==> config.mk <==
export PLATFORM = sky130hd
export DESIGN_NAME = mul_div_unit
export DESIGN_NICKNAME = d
export VERILOG_FILES = /design/src/rtl/mul_div_unit_pkg.sv /design/src/rtl/mul_div_unit_iterative_divider.sv /design/src/rtl/mul_div_unit.sv
export SDC_FILE = /design/constraint.sdc
export NUM_CORES = 2
export LEC_CHECK = 0
export CAP_MARGIN = 5
export CORE_MARGIN = 2
export CORE_UTILIZATION = 40
export CTS_CLUSTER_SIZE = 30
export DETAILED_ROUTE_END_ITERATION = 10
export DONT_BUFFER_PORTS = 1
export PLACE_DENSITY_LB_ADDON = 0.05
export SLEW_MARGIN = 20
export SYNTH_ARGS = -nofsm -noshare
export SYNTH_HDL_FRONTEND = slang
export SYNTH_HIERARCHICAL = 1
export SYNTH_SLANG_ARGS = --single-unit
==> constraint.sdc <==
create_clock -name clock -period 16.25 [get_ports clock]
set_input_delay 4.0625 -clock clock [delete_from_list [all_inputs] [get_ports clock]]
set_output_delay 4.0625 -clock clock [all_outputs]
set_load 0.02 [all_outputs]
==> src/rtl/mul_div_unit_pkg.sv <==
// mul_div_unit_pkg: shared enums and op-decode helpers for the multiply/divide unit
package mul_div_unit_pkg;
  typedef enum logic [4:0] {
    UNKNOWN, ADD, SUB, SLT, LW, SW, BEQ, BNE, JAL,
    MUL, MULH, MULHSU, MULHU, DIV, DIVU, REM, REMU
  } instr_name_e;
  typedef enum logic [1:0] {T_ARITH, T_MEM, T_BRANCH, MULDIV} instr_type_e;
  typedef enum logic [2:0] {ST_IDLE, ST_MUL, ST_DIV, ST_FIX, ST_DONE} muldiv_state_e;
  function automatic logic is_muldiv(instr_name_e n);
    return n inside {MUL, MULH, MULHSU, MULHU, DIV, DIVU, REM, REMU};
  endfunction
  function automatic logic is_div(instr_name_e n);
    return n inside {DIV, DIVU, REM, REMU};
  endfunction
  function automatic logic is_signed_div(instr_name_e n);
    return n inside {DIV, REM};
  endfunction
endpackage

==> src/rtl/mul_div_unit_iterative_divider.sv <==
// iterative_divider: unsigned restoring divider retiring DIV_BITS quotient bits per cycle
module iterative_divider #(
  parameter int DIV_BITS = 1
) (
  input  logic        clock,
  input  logic        reset,
  input  logic        start,
  input  logic [31:0] dividend,
  input  logic [31:0] divisor,
  output logic        done,
  output logic [31:0] quotient,
  output logic [31:0] remainder
);
  localparam int ITER = 32 / DIV_BITS;
  localparam int CW = $clog2(ITER + 1);
  logic [31:0] q_q, q_d, r_q, r_d, d_q, d_d;
  logic [CW-1:0] cnt_q, cnt_d;
  logic [32:0] t;
  // load on start, otherwise shift/subtract DIV_BITS times while iterations remain
  always_comb begin
    q_d = q_q;
    r_d = r_q;
    d_d = d_q;
    cnt_d = cnt_q;
    t = '0;
    if (start) begin
      q_d = dividend;
      r_d = '0;
      d_d = divisor;
      cnt_d = CW'(ITER);
    end else if (cnt_q != '0) begin
      for (int i = 0; i < DIV_BITS; i++) begin
        t = {r_d, q_d[31]};
        q_d = {q_d[30:0], 1'b0};
        if (t >= {1'b0, d_d}) begin
          t = t - {1'b0, d_d};
          q_d[0] = 1'b1;
        end
        r_d = t[31:0];
      end
      cnt_d = cnt_q - CW'(1);
    end
  end
  // iteration state registers
  always_ff @(posedge clock or negedge reset) begin
    if (!reset) begin
      q_q <= '0;
      r_q <= '0;
      d_q <= '0;
      cnt_q <= '0;
    end else begin
      q_q <= q_d;
      r_q <= r_d;
      d_q <= d_d;
      cnt_q <= cnt_d;
    end
  end
  // done flags the final iteration; quotient/remainder are valid the following cycle
  assign done = cnt_q == CW'(1);
  assign quotient = q_q;
  assign remainder = r_q;
endmodule

==> src/rtl/mul_div_unit.sv <==
// mul_div_unit: RV32M multiply/divide execution unit with speculative kill and data-bus handshake
module mul_div_unit
  import mul_div_unit_pkg::*;
#(
  parameter int DIV_BITS = 1
) (
  input  logic        clock,
  input  logic        reset,
  input  logic        delete_tag,
  input  logic        clear_tag,
  input  logic [31:0] i_data_1,
  input  logic [31:0] i_data_2,
  input  instr_name_e i_instr_name,
  input  logic [5:0]  i_rrn,
  input  logic        i_tag,
  output logic        next,
  output logic        busy,
  output logic        o_cdb_request,
  input  logic        i_cdb_grant,
  output logic [31:0] o_result,
  output logic [5:0]  o_rrn
);
  muldiv_state_e state_q, state_d;
  instr_name_e op_q, op_d;
  logic [31:0] a_q, a_d, b_q, b_d, result_q, result_d;
  logic [5:0] rrn_q, rrn_d;
  logic tag_q, tag_d;
  logic accept, kill, div_done, sgn, is_rem, special;
  logic [31:0] quo, rem, dvd, dvs, special_res, fix_res, mul_res;
  logic signed [32:0] mx, my;
  logic signed [65:0] prod;
  assign accept = reset && state_q == ST_IDLE && is_muldiv(i_instr_name) && !(delete_tag && i_tag);
  assign kill = delete_tag && tag_q && state_q != ST_IDLE;
  assign dvd = (is_signed_div(i_instr_name) && i_data_1[31]) ? -i_data_1 : i_data_1;
  assign dvs = (is_signed_div(i_instr_name) && i_data_2[31]) ? -i_data_2 : i_data_2;
  iterative_divider #(.DIV_BITS(DIV_BITS)) u_div (
    .clock(clock), .reset(reset), .start(accept && is_div(i_instr_name)),
    .dividend(dvd), .divisor(dvs), .done(div_done), .quotient(quo), .remainder(rem)
  );
  assign sgn = is_signed_div(op_q);
  assign is_rem = op_q inside {REM, REMU};
  assign special = b_q == '0 || (sgn && a_q == 32'h8000_0000 && b_q == 32'hFFFF_FFFF);
  assign special_res = b_q == '0 ? (is_rem ? a_q : '1) : (is_rem ? '0 : 32'h8000_0000);
  assign fix_res = is_rem ? ((sgn && a_q[31]) ? -rem : rem) : ((sgn && (a_q[31] ^ b_q[31])) ? -quo : quo);
  assign mx = {(op_q inside {MULH, MULHSU}) & a_q[31], a_q};
  assign my = {(op_q == MULH) & b_q[31], b_q};
  assign prod = 66'(mx) * 66'(my);
  assign mul_res = op_q == MUL ? prod[31:0] : prod[63:32];
  // state and datapath registers
  always_ff @(posedge clock or negedge reset) begin
    if (!reset) begin
      state_q <= ST_IDLE;
      op_q <= UNKNOWN;
      a_q <= '0;
      b_q <= '0;
      rrn_q <= '0;
      tag_q <= 1'b0;
      result_q <= '0;
    end else begin
      state_q <= state_d;
      op_q <= op_d;
      a_q <= a_d;
      b_q <= b_d;
      rrn_q <= rrn_d;
      tag_q <= tag_d;
      result_q <= result_d;
    end
  end
  // next state; a kill of a tagged op overrides everything, including a grant
  always_comb begin
    state_d = state_q;
    case (state_q)
      ST_IDLE: state_d = accept ? (is_div(i_instr_name) ? ST_DIV : ST_MUL) : ST_IDLE;
      ST_MUL:  state_d = ST_DONE;
      ST_DIV:  state_d = special ? ST_DONE : (div_done ? ST_FIX : ST_DIV);
      ST_FIX:  state_d = ST_DONE;
      ST_DONE: state_d = i_cdb_grant ? ST_IDLE : ST_DONE;
      default: state_d = ST_IDLE;
    endcase
    if (kill) state_d = ST_IDLE;
  end
  // latch the entry on accept and capture results in MUL, special-case DIV and FIX
  always_comb begin
    op_d = op_q;
    a_d = a_q;
    b_d = b_q;
    rrn_d = rrn_q;
    tag_d = clear_tag ? 1'b0 : tag_q;
    result_d = result_q;
    if (accept) begin
      op_d = i_instr_name;
      a_d = i_data_1;
      b_d = i_data_2;
      rrn_d = i_rrn;
      tag_d = i_tag;
    end
    if (state_q == ST_MUL) result_d = mul_res;
    if (state_q == ST_DIV && special) result_d = special_res;
    if (state_q == ST_FIX) result_d = fix_res;
  end
  // handshake outputs
  always_comb begin
    next = accept;
    busy = state_q != ST_IDLE;
    o_cdb_request = state_q == ST_DONE && !kill;
  end
  assign o_result = result_q;
  assign o_rrn = rrn_q;
endmodule

==> metrics.md <==
| Metric | Value |
|---|---|
| Worst Reg-to-Reg Cells | `30` |
| Detailed placement HPWL | `139000 um` |
| Synth unique cells | `93` |
| CTS max path bufs | `3` |
| Largest net degree at the start of global routing | `215` |
| Wirelength, routed | `176000 um` |
| Actual slew at the worst max-slew pin | `1.07 ns` |
| HP Class | `register to register` |
| Post-synth EDFFs | `0` |
| CP Data Arrival Time | `5.93 ns` |
| Seq cells post-synth | `213` |
| CTS Root Cell | `clkbuf_16` |
| Syn Inst Count | `6185` |
| Total setup buffers inserted after CTS | `0` |
| Synthesized Nets | `7643` |
| Wire per inst | `22.9 um` |
| Number of global-route vias before repair | `43364` |
| Worst Setup Start Kind | `primary input` |
| CP Data Required Time | `12.19 ns` |
| Minimum clock period | `9.99 ns` |
| Starting density of the core | `40.4%` |
| Drt pass-1 iters | `6` |
| Initial antenna violation count | `9` |
| Sink Count | `213` |
| Status | `complete, no violations` |
| Synth warn | `6` |
| CTS tree | `built` |
| RSZ-0062 raised after global routing | `false` |
| # nets final | `7386` |
| Post-cts hold buffer count | `0` |
| Tot GR Track Use | `26.5%` |
| Final hold vios | `0` |
| Synthesized area | `53200 um^2` |
| Hold path depth | `2` |
| Clock skew | `0.0276 ns` |
| Clock transition at path regs | `0.06 ns` |
| Dominant synthesized flop cell | `dfrtp_1` |
| Critical Setup Path Class | `primary input to output pin` |
| Port buffer count | `0` |
| Crit-path max FO | `214` |
| Final worst-path cycle share | `61.5%` |
| DIE HEIGHT | `369 um` |
| Terminus of the critical flop-to-flop path | `o_result[31]$_DFFE_PN0P_` |
| PostCTS Resize Cnt | `0` |
| Peak Freq | `100 MHz` |
| R2R setup slack | `6.29 ns` |
| Most common cell after layout, fill and taps aside | `inv_1` |
| Worst slew margin | `28.5%` |
| Total Neg Setup Slack | `0 ns` |
| Number of I/O pins | `122` |
| Fraction of layout cells with a size suffix above 1 | `3.28%` |
| Skew-Pair Late Insertion Delay | `0.56 ns` |
| Start point of the worst hold path | `b_q[19]$_DFFE_PN0P_` |
| GRT overflow | `0` |
| Final setup fails | `0` |
| CORE AREA | `132000 um^2` |
| Register area share after synthesis | `10.0%` |
| Max cap viols | `0` |
| Most frequent cells in the layout | `inv_1 (1227), nand2_1 (1179), fa_1 (1125)` |
| Min-Delay Endpoint | `b_q[19]$_DFFE_PN0P_` |
| Die width | `369 um` |
| Die ar. | `136000 um^2` |
| DRC | `0` |
| GP Congestion | `0.916` |
| Slew Limit Fails | `0` |
| # H-tree levels | `1` |
| CTS buffer count | `26` |
| FP Rows | `133` |
| Vias/cell | `5.30` |
| Area growth, synth to finish | `4.57%` |
| Crit. End Element | `output pin` |
| Worst r2r src | `op_q[4]$_DFFE_PN0P_` |
| Iter 0 DRT Violations | `2389` |
| Post-Syn Area per Cell | `8.60 um^2` |
| Async SR Flop Fraction | `100%` |
| Remaining antenna violation count | `0` |
| Via count | `40793` |
| First-pass GRT wire length | `275000 um` |
[worst max-delay path, stage by stage]
cell     delay [ns]
nand2_1        0.08
nor2_1         0.51
nand2_4        0.41
inv_2          0.68
[final cells by class]
class | instances | area [um^2]
antenna | 1 | 2.50
inverter | 1228 | 4610
timing repair buffer | 92 | 691
fill | 13567 | 76000
multi-input combinational | 4367 | 41800
clock buffer | 34 | 752
sequential | 213 | 5330
tap | 1755 | 2200
clock inverter | 13 | 196
[per-stage QoR]
| stage | instances | area (um^2) | hold slack [ns] | utilization [%] | setup slack (ns) |
|---|---|---|---|---|---|
| final | 7703 | 55600 | 0.476 | 42.2 | 6.26 |
| after global routing | 7702 | 55600 | 0.493 | 42.2 | 5.67 |
| after CTS | 7702 | 55600 | 0.481 | 42.2 | 6.06 |
| after detailed placement | 7655 | 54600 | 0.466 | 41.5 | 6.12 |
| after global placement | 7655 | 54600 | 0.461 | 41.5 | 6.32 |
| after floorplan | 6185 | 53200 | 0.469 | - | 6.92 |
[worst max-delay path by stage]
stage | from | to | slack [ns]
2_1_floorplan | i_instr_name[1] | next | 6.92
3_3_place_gp | i_tag | next | 6.32
3_5_place_dp | op_q[4]$_DFFE_PN0P_ | o_result[28]$_DFFE_PN0P_ | 6.12
4_1_cts | op_q[4]$_DFFE_PN0P_ | o_result[28]$_DFFE_PN0P_ | 6.06
5_1_grt | op_q[4]$_DFFE_PN0P_ | o_result[31]$_DFFE_PN0P_ | 5.67
6_report | reset | next | 6.26
[cell families after synthesis]
logic type | count (synthesis) | synth area share, %
simple gates | 2034 | 17.5
buf+inv | 1605 | 11.4
fa+ha+maj | 1377 | 48.3
compound gates | 704 | 8.44
flops | 213 | 10.0
xor+xnor | 208 | 3.43
mux | 44 | 0.835
[registers in the layout, indices dropped and copies added (netlist names), 6 cells and up]
name             flops
a_q                 32
b_q                 32
o_result            32
o_rrn                6
u_div/cnt_q          6
u_div/d_q           32
u_div/quotient      32
u_div/remainder     32
[synthesized netlist by cell type, types with 21 or more instances]
| library cell | number | area share, % |
|---|---|---|
| nand2b_1 | 24 | 0.28 |
| nand3_1 | 65 | 0.61 |
| nor4_1 | 24 | 0.28 |
| nor2_1 | 192 | 1.4 |
| xnor2_1 | 130 | 2.1 |
| clkbuf_1 | 344 | 2.4 |
| dfrtp_1 | 213 | 10 |
| ha_1 | 251 | 5.9 |
| nand4_1 | 25 | 0.29 |
| a31oi_1 | 22 | 0.26 |
| fa_1 | 1126 | 42 |
| and3_1 | 26 | 0.31 |
| nor3_1 | 48 | 0.45 |
| or3_1 | 21 | 0.25 |
| o22ai_1 | 21 | 0.25 |
| o31ai_1 | 23 | 0.32 |
| a21oi_1 | 167 | 1.6 |
| o21ai_0 | 224 | 2.1 |
| inv_1 | 1227 | 8.7 |
| nand2_1 | 1180 | 8.3 |
| xor2_1 | 78 | 1.3 |
| mux2i_1 | 41 | 0.77 |
| and2_1 | 319 | 3.8 |
| o211ai_1 | 33 | 0.47 |
| a21o_1 | 44 | 0.62 |
[layer usage]
metal / share of wire (%) / GRT usage (%)
met2: 49 / 45.4
met5: 0 / 0
met1: 43 / 36.1
met3: 5.0 / 2.91
met4: 2.7 / 5.67
Power is left out: the tool's default activity adds up to more than one toggle a clock period on the data nets, which glitch-free logic cannot reach.
